**config.mk**
```make
export PLATFORM = sky130hd
export DESIGN_NAME = memory_access_controller_flat
export DESIGN_NICKNAME = d
export VERILOG_FILES = /design/src/rtl/memory_access_controller_pkg.sv /design/src/rtl/memory_access_controller_if.sv /design/src/rtl/memory_access_controller.sv /design/src/flat_wrapper.sv
export SDC_FILE = /design/constraint.sdc
export NUM_CORES = 1
export LEC_CHECK = 0
export CORE_ASPECT_RATIO = 0.75
export CORE_MARGIN = 2
export CORE_UTILIZATION = 49
export CTS_CLUSTER_DIAMETER = 50
export DETAILED_ROUTE_END_ITERATION = 12
export GPL_ROUTABILITY_DRIVEN = 0
export PLACE_DENSITY = 0.79
export SYNTH_ARGS = -nofsm -noshare
export SYNTH_HDL_FRONTEND = slang
export SYNTH_SLANG_ARGS = --single-unit
```
**constraint.sdc**
```tcl
create_clock -name i_clk -period 2.03 [get_ports i_clk]
set_input_delay 0.406 -clock i_clk [delete_from_list [all_inputs] [get_ports i_clk]]
set_output_delay 0.406 -clock i_clk [all_outputs]
set_load 0.005 [all_outputs]
```
**src/rtl/memory_access_controller_pkg.sv**
```systemverilog
// Shared types and default sizing for the memory access controller.
// The verify states exist only when MEMCTRL_WRITE_VERIFY_EN is defined.
package memctrl_pkg;

  localparam int DEF_DATA_W       = 8;
  localparam int DEF_ADDR_W       = 3;
  localparam int DEF_READ_LATENCY = 1;

  typedef enum logic [1:0] {
    OP_NOP   = 2'b00,
    OP_WRITE = 2'b01,
    OP_READ  = 2'b10,
    OP_FILL  = 2'b11
  } cmd_op_t;

  typedef enum logic [2:0] {
    ST_IDLE     = 3'd0,
    ST_WR       = 3'd1,
    ST_RD       = 3'd2,
    ST_RD_WAIT  = 3'd3,
    ST_FILL     = 3'd4,
    ST_RESP     = 3'd5
`ifdef MEMCTRL_WRITE_VERIFY_EN
    ,
    ST_VFY_RD   = 3'd6,
    ST_VFY_WAIT = 3'd7
`endif
  } state_t;

endpackage

```
**src/rtl/memory_access_controller_if.sv**
```systemverilog
// Command/response channel plus memory pin bundle for the memory access controller.
// slave = controller side, master = command source side.
interface memory_access_controller_if
  import memctrl_pkg::*;
#(
  parameter int DATA_W = DEF_DATA_W,
  parameter int ADDR_W = DEF_ADDR_W
);
  logic              cmd_valid;
  logic              cmd_ready;
  cmd_op_t           cmd_op;
  logic [ADDR_W-1:0] cmd_addr;
  logic [DATA_W-1:0] cmd_data;
  logic              rsp_valid;
  logic              rsp_ready;
  logic [DATA_W-1:0] rsp_data;
  logic              rsp_error;
  logic              busy;
  logic [DATA_W-1:0] mem_data;
  logic [ADDR_W-1:0] mem_address;
  logic              mem_chip_select;
  logic              mem_rE;
  logic              mem_wE;
  logic [DATA_W-1:0] mem_dataOut;

  modport master (
    output cmd_valid, cmd_op, cmd_addr, cmd_data, rsp_ready,
    input  cmd_ready, rsp_valid, rsp_data, rsp_error, busy
  );

  modport slave (
    input  cmd_valid, cmd_op, cmd_addr, cmd_data, rsp_ready, mem_dataOut,
    output cmd_ready, rsp_valid, rsp_data, rsp_error, busy,
           mem_data, mem_address, mem_chip_select, mem_rE, mem_wE
  );
endinterface

```
**src/rtl/memory_access_controller.sv**
```systemverilog
// Single-FSM command sequencer driving registered one-cycle memory strobes.
// Build option: MEMCTRL_WRITE_VERIFY_EN adds a read-back compare after every write strobe.
//
// state       | meaning
// IDLE        | ready for a command
// WR          | single write strobe
// RD          | single read strobe
// RD_WAIT     | wait READ_LATENCY cycles, sample dataOut in the last one
// FILL        | write strobe to the fill counter address
// RESP        | response offered until rsp_ready
// VFY_RD      | read-back strobe at the just-written address (verify build)
// VFY_WAIT    | wait READ_LATENCY cycles, compare with written value (verify build)
module memory_access_controller
  import memctrl_pkg::*;
#(
  parameter int DATA_W       = DEF_DATA_W,
  parameter int ADDR_W       = DEF_ADDR_W,
  parameter int READ_LATENCY = DEF_READ_LATENCY
) (
  input logic i_clk,
  input logic i_rst_n,
  memory_access_controller_if.slave bus
);
  localparam int              DEPTH     = 2**ADDR_W;
  localparam logic [ADDR_W:0] FILL_LAST = (ADDR_W+1)'(DEPTH-1);
  localparam logic [2:0]      LAT_LOAD  = 3'(READ_LATENCY-1);

  state_t            r_state, w_state_nxt;
  cmd_op_t           r_op, w_op_nxt;
  logic [ADDR_W-1:0] r_addr, w_addr_nxt;
  logic [DATA_W-1:0] r_data, w_data_nxt;
  logic [ADDR_W:0]   r_fill_cnt, w_fill_nxt;
  logic [2:0]        r_lat_cnt, w_lat_nxt;
  logic [DATA_W-1:0] r_rsp_data, w_rsp_data_nxt;
  logic              r_cmd_ready;
  logic              r_mem_cs, r_mem_re, r_mem_we;
  logic [ADDR_W-1:0] r_mem_addr;
  logic [DATA_W-1:0] r_mem_data;
  logic              w_mem_cs, w_mem_re, w_mem_we;
  logic [ADDR_W-1:0] w_mem_addr;
  logic [DATA_W-1:0] w_mem_data;
  logic              w_accept;
  logic              w_vfy_chk;

  assign w_accept = (r_state == ST_IDLE) && r_cmd_ready && bus.cmd_valid;

  always_comb begin
    w_state_nxt    = r_state;
    w_op_nxt       = r_op;
    w_addr_nxt     = r_addr;
    w_data_nxt     = r_data;
    w_fill_nxt     = r_fill_cnt;
    w_lat_nxt      = r_lat_cnt;
    w_rsp_data_nxt = r_rsp_data;
    w_vfy_chk      = 1'b0;
    case (r_state)
      ST_IDLE: begin
        if (w_accept) begin
          w_op_nxt       = bus.cmd_op;
          w_addr_nxt     = bus.cmd_addr;
          w_data_nxt     = bus.cmd_data;
          w_fill_nxt     = '0;
          w_rsp_data_nxt = (bus.cmd_op == OP_NOP) ? '0 : bus.cmd_data;
          case (bus.cmd_op)
            OP_NOP:   w_state_nxt = ST_RESP;
            OP_WRITE: w_state_nxt = ST_WR;
            OP_READ:  w_state_nxt = ST_RD;
            OP_FILL:  w_state_nxt = ST_FILL;
            default:  w_state_nxt = ST_IDLE;
          endcase
        end
      end
`ifdef MEMCTRL_WRITE_VERIFY_EN
      ST_WR, ST_FILL: begin
        w_state_nxt = ST_VFY_RD;
      end
      ST_VFY_RD: begin
        w_state_nxt = ST_VFY_WAIT;
        w_lat_nxt   = LAT_LOAD;
      end
      ST_VFY_WAIT: begin
        if (r_lat_cnt == '0) begin
          w_vfy_chk = 1'b1;
          if (r_op == OP_FILL && r_fill_cnt != FILL_LAST) begin
            w_state_nxt = ST_FILL;
            w_fill_nxt  = r_fill_cnt + (ADDR_W+1)'(1);
          end else begin
            w_state_nxt = ST_RESP;
          end
        end else begin
          w_lat_nxt = r_lat_cnt - 3'd1;
        end
      end
`else
      ST_WR: begin
        w_state_nxt = ST_RESP;
      end
      ST_FILL: begin
        if (r_fill_cnt == FILL_LAST) w_state_nxt = ST_RESP;
        else                         w_fill_nxt  = r_fill_cnt + (ADDR_W+1)'(1);
      end
`endif
      ST_RD: begin
        w_state_nxt = ST_RD_WAIT;
        w_lat_nxt   = LAT_LOAD;
      end
      ST_RD_WAIT: begin
        if (r_lat_cnt == '0) begin
          w_rsp_data_nxt = bus.mem_dataOut;
          w_state_nxt    = ST_RESP;
        end else begin
          w_lat_nxt = r_lat_cnt - 3'd1;
        end
      end
      ST_RESP: begin
        if (bus.rsp_ready) w_state_nxt = ST_IDLE;
      end
      default: w_state_nxt = ST_IDLE;
    endcase

    // Strobes are decoded from the next state so the registered pins line up with it.
    w_mem_cs   = 1'b0;
    w_mem_re   = 1'b0;
    w_mem_we   = 1'b0;
    w_mem_addr = '0;
    w_mem_data = '0;
    case (w_state_nxt)
      ST_WR: begin
        w_mem_cs   = 1'b1;
        w_mem_we   = 1'b1;
        w_mem_addr = w_addr_nxt;
        w_mem_data = w_data_nxt;
      end
      ST_RD: begin
        w_mem_cs   = 1'b1;
        w_mem_re   = 1'b1;
        w_mem_addr = w_addr_nxt;
      end
      ST_FILL: begin
        w_mem_cs   = 1'b1;
        w_mem_we   = 1'b1;
        w_mem_addr = w_fill_nxt[ADDR_W-1:0];
        w_mem_data = w_data_nxt;
      end
`ifdef MEMCTRL_WRITE_VERIFY_EN
      ST_VFY_RD: begin
        w_mem_cs   = 1'b1;
        w_mem_re   = 1'b1;
        w_mem_addr = (w_op_nxt == OP_FILL) ? w_fill_nxt[ADDR_W-1:0] : w_addr_nxt;
      end
`endif
      default: ;
    endcase
  end

  always_ff @(posedge i_clk or negedge i_rst_n) begin
    if (!i_rst_n) begin
      r_state     <= ST_IDLE;
      r_op        <= OP_NOP;
      r_addr      <= '0;
      r_data      <= '0;
      r_fill_cnt  <= '0;
      r_lat_cnt   <= '0;
      r_rsp_data  <= '0;
      r_cmd_ready <= 1'b0;
      r_mem_cs    <= 1'b0;
      r_mem_re    <= 1'b0;
      r_mem_we    <= 1'b0;
      r_mem_addr  <= '0;
      r_mem_data  <= '0;
    end else begin
      r_state     <= w_state_nxt;
      r_op        <= w_op_nxt;
      r_addr      <= w_addr_nxt;
      r_data      <= w_data_nxt;
      r_fill_cnt  <= w_fill_nxt;
      r_lat_cnt   <= w_lat_nxt;
      r_rsp_data  <= w_rsp_data_nxt;
      r_cmd_ready <= (w_state_nxt == ST_IDLE);
      r_mem_cs    <= w_mem_cs;
      r_mem_re    <= w_mem_re;
      r_mem_we    <= w_mem_we;
      r_mem_addr  <= w_mem_addr;
      r_mem_data  <= w_mem_data;
    end
  end

`ifdef MEMCTRL_WRITE_VERIFY_EN
  logic r_rsp_error;

  always_ff @(posedge i_clk or negedge i_rst_n) begin
    if (!i_rst_n)                                   r_rsp_error <= 1'b0;
    else if (w_accept)                              r_rsp_error <= 1'b0;
    else if (w_vfy_chk && bus.mem_dataOut != r_data) r_rsp_error <= 1'b1;
  end

  assign bus.rsp_error = r_rsp_error;
`else
  assign bus.rsp_error = 1'b0;
`endif

  assign bus.cmd_ready       = r_cmd_ready;
  assign bus.busy            = (r_state != ST_IDLE);
  assign bus.rsp_valid       = (r_state == ST_RESP);
  assign bus.rsp_data        = r_rsp_data;
  assign bus.mem_chip_select = r_mem_cs;
  assign bus.mem_rE          = r_mem_re;
  assign bus.mem_wE          = r_mem_we;
  assign bus.mem_address     = r_mem_addr;
  assign bus.mem_data        = r_mem_data;

endmodule

```
**src/flat_wrapper.sv**
```systemverilog
// flat-port wrapper written by rule: the top's interface ports become plain ports
module memory_access_controller_flat import memctrl_pkg::*;
#(
  parameter int DATA_W       = DEF_DATA_W,
  parameter int ADDR_W       = DEF_ADDR_W,
  parameter int READ_LATENCY = DEF_READ_LATENCY
)
  (i_clk, i_rst_n, bus_cmd_valid, bus_cmd_op, bus_cmd_addr, bus_cmd_data, bus_rsp_ready, bus_mem_dataOut, bus_cmd_ready, bus_rsp_valid, bus_rsp_data, bus_rsp_error, bus_busy, bus_mem_data, bus_mem_address, bus_mem_chip_select, bus_mem_rE, bus_mem_wE);
  memory_access_controller_if #(.DATA_W(DATA_W), .ADDR_W(ADDR_W)) bus_i ();
  input logic i_clk;
  input logic i_rst_n;
  input wire logic [$bits(bus_i.cmd_valid)-1:0] bus_cmd_valid;
  input wire logic [$bits(bus_i.cmd_op)-1:0] bus_cmd_op;
  input wire logic [$bits(bus_i.cmd_addr)-1:0] bus_cmd_addr;
  input wire logic [$bits(bus_i.cmd_data)-1:0] bus_cmd_data;
  input wire logic [$bits(bus_i.rsp_ready)-1:0] bus_rsp_ready;
  input wire logic [$bits(bus_i.mem_dataOut)-1:0] bus_mem_dataOut;
  output wire logic [$bits(bus_i.cmd_ready)-1:0] bus_cmd_ready;
  output wire logic [$bits(bus_i.rsp_valid)-1:0] bus_rsp_valid;
  output wire logic [$bits(bus_i.rsp_data)-1:0] bus_rsp_data;
  output wire logic [$bits(bus_i.rsp_error)-1:0] bus_rsp_error;
  output wire logic [$bits(bus_i.busy)-1:0] bus_busy;
  output wire logic [$bits(bus_i.mem_data)-1:0] bus_mem_data;
  output wire logic [$bits(bus_i.mem_address)-1:0] bus_mem_address;
  output wire logic [$bits(bus_i.mem_chip_select)-1:0] bus_mem_chip_select;
  output wire logic [$bits(bus_i.mem_rE)-1:0] bus_mem_rE;
  output wire logic [$bits(bus_i.mem_wE)-1:0] bus_mem_wE;
  assign bus_i.cmd_valid = bus_cmd_valid;
  assign bus_i.cmd_op = bus_cmd_op;
  assign bus_i.cmd_addr = bus_cmd_addr;
  assign bus_i.cmd_data = bus_cmd_data;
  assign bus_i.rsp_ready = bus_rsp_ready;
  assign bus_i.mem_dataOut = bus_mem_dataOut;
  assign bus_cmd_ready = bus_i.cmd_ready;
  assign bus_rsp_valid = bus_i.rsp_valid;
  assign bus_rsp_data = bus_i.rsp_data;
  assign bus_rsp_error = bus_i.rsp_error;
  assign bus_busy = bus_i.busy;
  assign bus_mem_data = bus_i.mem_data;
  assign bus_mem_address = bus_i.mem_address;
  assign bus_mem_chip_select = bus_i.mem_chip_select;
  assign bus_mem_rE = bus_i.mem_rE;
  assign bus_mem_wE = bus_i.mem_wE;
  memory_access_controller #(.DATA_W(DATA_W), .ADDR_W(ADDR_W), .READ_LATENCY(READ_LATENCY)) u_core (.i_clk(i_clk), .i_rst_n(i_rst_n), .bus(bus_i));
endmodule
```
# Word level (Yosys, flattened, before mapping)
# Index checks and enable logic that the tools add are counted.
[totals]
ff_bits = 44
output_inout_bits = 26
elab_cells = 71
[op_classes]
add_sub_neg = 2
eq_ne = 16
muxes = 24
n_reduce_logical = 16
[op_table]
columns = ["cell", "n"]
rows = [
  ["$mux W8", 6],
  ["$mux W3", 7],
  ["$pmux W3 S6", 1],
  ["$pmux W8 S2", 1],
  ["$pmux W3 S2", 2],
  ["$pmux W3 S4", 1],
  ["$eq A3 B2 Y1 const B", 3],
  ["$eq A3 B3 Y1 const B", 3],
  ["$logic_not A3 Y1", 3],
  ["$mux W4", 2],
  ["$pmux W4 S2", 1],
  ["$eq A3 B1 Y1 const B", 2],
  ["$reduce_and A3 Y1", 2],
  ["$reduce_bool A2 Y1", 3],
  ["$add A4 B1 Y4 const B", 1],
  ["$eq A2 B2 Y1 const B", 2],
  ["$eq A4 B3 Y1 const B", 1],
  ["$ne A2 B1 Y1 const B", 2],
  ["$ne A2 B2 Y1 const B", 2],
  ["$reduce_or A2 Y1", 2],
  ["$mux W1", 3],
  ["$reduce_bool A3 Y1", 1],
  ["$reduce_or A3 Y1", 1],
  ["$sub A3 B1 Y3 const B", 1],
  ["4 further kinds", 5],
]

# Logic depth before layout (Yosys ltp)
[logic_depth]
depth_word = 8
ltp_mapped = 8

# Least setup slack after synthesis
# OpenSTA, ideal clock, no wires.
[synth_timing]
path_kind = "input -> register"
start = "input bus_cmd_op[0]"
end = "register u_core.r_mem_data[6], in the netlist u_core.bus.mem_data[6]"
arrival_ps = 1585
required_ps = 1911
path_slack_ps = 326
path_stages = 7
path_buffers = 1
cell_sequence = "inv_1 ha_1 clkbuf_1 o21a_1 o211a_1 o21a_1 and2_1"
[synth_via]
elab_chain_cells = 7
[synth_rtl]
columns = ["item", "line_no", "rtl"]
rows = [
  ["start, declared", "flat_wrapper.sv:13", "input wire logic [$bits(bus_i.cmd_op)-1:0] bus_cmd_op;"],
  ["$eq A2 B2 Y1, or another cell as far along", "memory_access_controller.sv:64", "case (bus.cmd_op)"],
  ["$pmux W3 S4 *", "memory_access_controller.sv:64", ""],
  ["$mux W3 *", "memory_access_controller.sv:58", "if (w_accept) begin"],
  ["$pmux W3 S6 *", "memory_access_controller.sv:56", "case (r_state)"],
  ["$eq A3 B1 Y1 or $eq A3 B3 Y1 (tied branches)", "memory_access_controller.sv:127", "case (w_state_nxt)"],
  ["$reduce_or A2 Y1 (no source line) *", "-", ""],
  ["$mux W8 *", "memory_access_controller.sv:127", ""],
  ["net u_core.w_mem_data[6]", "memory_access_controller.sv:41", "logic [DATA_W-1:0] w_mem_data;"],
  ["end signal, assigned", "memory_access_controller.sv:184", "r_mem_data <= w_mem_data;"],
  ["end, declared", "memory_access_controller.sv:38", "logic [DATA_W-1:0] r_mem_data;"],
]
# Mark *: on every way through the listed nets, which the timed path passes. The rest lies on a longest branch.
# A chain may end at the register's enable or synchronous reset.

# Worst setup path after layout
[layout_timing]
start = "register u_core.r_state[0]"
end = "register u_core.r_mem_addr[2], in the netlist u_core.bus.mem_address[2]"
[layout_via]
elab_chain_cells = 8
[layout_rtl]
columns = ["item", "line_no", "rtl"]
rows = [
  ["start, declared", "memory_access_controller.sv:28", "state_t r_state, w_state_nxt;"],
  ["start signal, assigned", "memory_access_controller.sv:172", "r_state <= w_state_nxt;"],
  ["$logic_not A3 Y1", "memory_access_controller.sv:45, memory_access_controller.sv:56", ""],
  ["$logic_and A1 B1 Y1 (2 in a row)", "memory_access_controller.sv:45", "assign w_accept = (r_state == ST_IDLE) && r_cmd_ready && bus.cmd_valid;"],
  ["$mux W3", "memory_access_controller.sv:58", ""],
  ["$pmux W3 S6", "memory_access_controller.sv:56", ""],
  ["$eq A3 B2 Y1 or $eq A3 B1 Y1 (tied branches)", "memory_access_controller.sv:127", ""],
  ["$reduce_or A2 Y1 (no source line)", "-", ""],
  ["$pmux W3 S2 *", "memory_access_controller.sv:127", ""],
  ["net u_core.w_mem_addr[2]", "memory_access_controller.sv:40", "logic [ADDR_W-1:0] w_mem_addr;"],
  ["end signal, assigned", "memory_access_controller.sv:183", "r_mem_addr <= w_mem_addr;"],
  ["end, declared", "memory_access_controller.sv:37", "logic [ADDR_W-1:0] r_mem_addr;"],
]
# Mark *: on every way through the listed nets, which the timed path passes. The rest lies on a longest branch. The select of a mux whose other input is x is not followed.

==> metrics.txt <==
initial core utilization=0.509; status=finished clean; CTS sink cnt=44; Vias per Instance=5.15; cell row count=20; XOR/XNOR Fraction of Synth Area=0.00855; critical path data required time=~2.2 ns; Antenna Cells=0; Post-Syn Nets=221; mux contribution to synthesized area=0.0586; Global Route Usage Sum=0.201; height of the die=60.0 um; Tmin final=1.92 ns; EDFF count, synth=0; count of different cell masters after synthesis=44; WP data arrival=2.09 ns; final wirelength=4.33 mm; largest cells by area after synthesis=dfrtp_1, a21oi_1, mux2_1, ha_1, nor3b_1; vias in the first global route=1564; clock-pin slew on the worst setup and hold paths=roughly 0.09 ns; synthesized area per cell=between 10 and 15 um^2; register area share after synthesis=0.537; Cell Pwr Density=1240 nW/um^2; Area growth, synth to finish=40.0%; Worst-Margin Slew=around 0.6 ns; Final Skew=0.00390 ns; CTS tree=yes; CTS Buf Count=5; Max Fclk=about 520 MHz; first-pass GRT wire length=slightly above 7 mm; Clock Tree Root=clkbuf_8; post-DP HPWL=3.03 mm; leakage=1.32 nW; worst hold path type=input port to asynchronous set/reset pin; Pins Over Slew Limit=0; #FFs+latches synth=between 40 and 50; Post-Synth Simple-Gate Area=0.173; NumNets Final=289; routed length per instance=13.8 um; Main synth FF type=dfrtp_1; I/O Buffers=49; Maximum Capacitance Violations=0; die area=4720 um^2; Post-Synthesis Cells=190; Initial DRT Pass Iterations=4; Skew-Pair Late Insertion Delay=0.30 ns; crit path max fanout=6; post-synthesis compound-gate area fraction=0.140; DR DRC count=0; fillers=298; Detail Route Antenna Nets=0; Synth Warn #=0; crit path launch type=flip-flop; design area=2870 um^2; Final Hold Fails=0; Mapped Area=2050 um^2; Adder-Cell Fraction of Synth Area=0.0366; Synth area leader=dfrtp_1; Layout Cells excl Fill=314; placed cell count=298; Area after DPL=between 2000 and 3000 um^2; Core ar.=about 4000 um^2; top cell type's share of synthesized area=0.537; share of layout cells above drive strength 1=0.170; largest net degree at the start of global routing=45; clk buf depth=2; Die W=78.7 um; Worst setup EP type=flip-flop; Max transition margin=0.610; critical path class=flip-flop to flip-flop; grt ovf=0; I/O pin cnt=51; DRT iter0 DRCs=33; via count=roughly 1.6k; largest family of logic cells by synthesized area=simple AND/OR/NAND/NOR gates; unrepaired setup endpoints after global routing=no; fin crit share=0.945; count of final setup violators=0; VDD IR max=between 0.6 and 0.7 mV; async set-or-reset flop fraction in the synthesized netlist=1.00; H-tree depth=2; initial antenna violation count=0
## cell usage after synthesis (2+ instances only)
| master | count |
|---|---|
| dfrtp_1 | 44 |
| a21oi_1 | 18 |
| nor2_1 | 13 |
| nand2_1 | 12 |
| and2_1 | 10 |
| inv_1 | 10 |
| nor3b_1 | 9 |
| mux2_1 | 8 |
| nand3_1 | 8 |
| o21ai_1 | 7 |
| ha_1 | 6 |
| buf_2 | 5 |
| mux2i_1 | 3 |
| buf_4 | 2 |
| clkbuf_1 | 2 |
| o211a_1 | 2 |
| o21a_1 | 2 |
| o31ai_1 | 2 |
| xnor2_1 | 2 |
## repair_timing
action / in CTS / in global routing
endpoints found under the hold margin: 0 / 0
gates resized for setup: 3 / 4
endpoints found under the setup margin: 1 / 9
hold buffers: 0 / 0
buffers inserted: 3 / 5
## power by group
group | internal, mW | total, mW | switching [mW]
logic | 0.828 | 1.48 | 0.651
registers | 1.22 | 1.40 | 0.179
clock network | 0.371 | 0.682 | 0.312
total | 2.42 | 3.56 | 1.14
## final cells by class
| type | instances | area (um^2) | area share |
|---|---|---|---|
| clock inverter | 3 | 46.3 | 0.0161 |
| sequential | 44 | 1100 | 0.385 |
| tap | 55 | 68.8 | 0.0240 |
| inverter | 11 | 41.3 | 0.0144 |
| clock buffer | 5 | 68.8 | 0.0240 |
| timing repair buffer | 70 | 673 | 0.235 |
| multi-input combinational | 126 | 867 | 0.302 |
## worst max-delay path: stages (launching register included)
cell and delay (ns):
dfrtp_2 0.43, buf_4 0.14, buf_4 0.15, a21o_1 0.17, a22oi_2 0.26, nor2_2 0.11, xnor2_1 0.38, o32ai_2 0.15
## metal layers
layer	global-route usage	vias up	routed length, um
met1	0.267	782	2010
met2	0.336	42	2060
li1	-	788	-
met4	0.0602	0	39
met5	0	-	0
met3	0.0468	6	226
## state kept, by name, indices dropped and copies added, names as in the netlist, 3 cells and up
| register | cells |
|---|---|
| u_core.bus.mem_data | 8 |
| u_core.bus.rsp_data | 8 |
| u_core.r_data | 8 |
| u_core.r_fill_cnt | 4 |
| u_core.bus.mem_address | 3 |
| u_core.r_addr | 3 |
| u_core.r_lat_cnt | 3 |
| u_core.r_state | 3 |
## layout by cell type, fill, tap and decap left out, types with 2 or more instances in the layout
cell type,n
nand2_1,12
dfrtp_1,41
and2_1,10
buf_12,2
o21ai_1,7
mux2_1,8
dfrtp_2,3
clkbuf_8,5
o31ai_1,2
xnor2_1,2
o211a_1,2
clkdlybuf4s50_1,46
mux2i_1,3
nor3b_1,9
nor2_1,13
a21oi_1,18
inv_1,10
ha_1,6
buf_4,19
nand3_1,8
dlymetal6s2s_1,2
## kinds of logic (layout without fill, tap and decap cells)
family          count (synthesis)  in the layout
mux                            11             11
fa+ha+maj                       6              6
xor+xnor                        2              2
simple gates                   64             64
flops                          44             44
other cells                     1              1
buf+inv                        20             89
compound gates                 42             42
## path summary, 6_finish.rpt
check                                        from                         to  slack (ns)  depth (start not counted)
worst min register to register   u_core.r_data[0]           u_core.r_data[0]        0.48                          1
worst max-delay path            u_core.r_state[0]  u_core.bus.mem_address[2]        0.11                          7
worst max register to register  u_core.r_state[0]  u_core.bus.mem_address[2]        0.11                          7
min in group i_clk               u_core.r_data[0]           u_core.r_data[0]        0.48                          1
worst min-delay path                      i_rst_n     u_core.bus.mem_data[7]        0.17                          2
max in group asynchronous                 i_rst_n          u_core.r_state[2]        1.46                          2
## metrics by stage
stage          total power [mW]  worst slack, ns  utilization  hold WS [ns]  setup TNS, ns
2_1_floorplan              2.14            0.326            -         0.110              0
6_report                   3.56            0.112        0.712         0.168              0
5_1_grt                    3.82           0.0113        0.712         0.218              0
3_5_place_dp               2.79           -0.182        0.662         0.463          -1.66
3_3_place_gp               2.75           -0.105        0.662         0.458         -0.935
4_1_cts                    3.52          0.00350        0.697         0.188              0
Power figures use the tool's default switching activity.
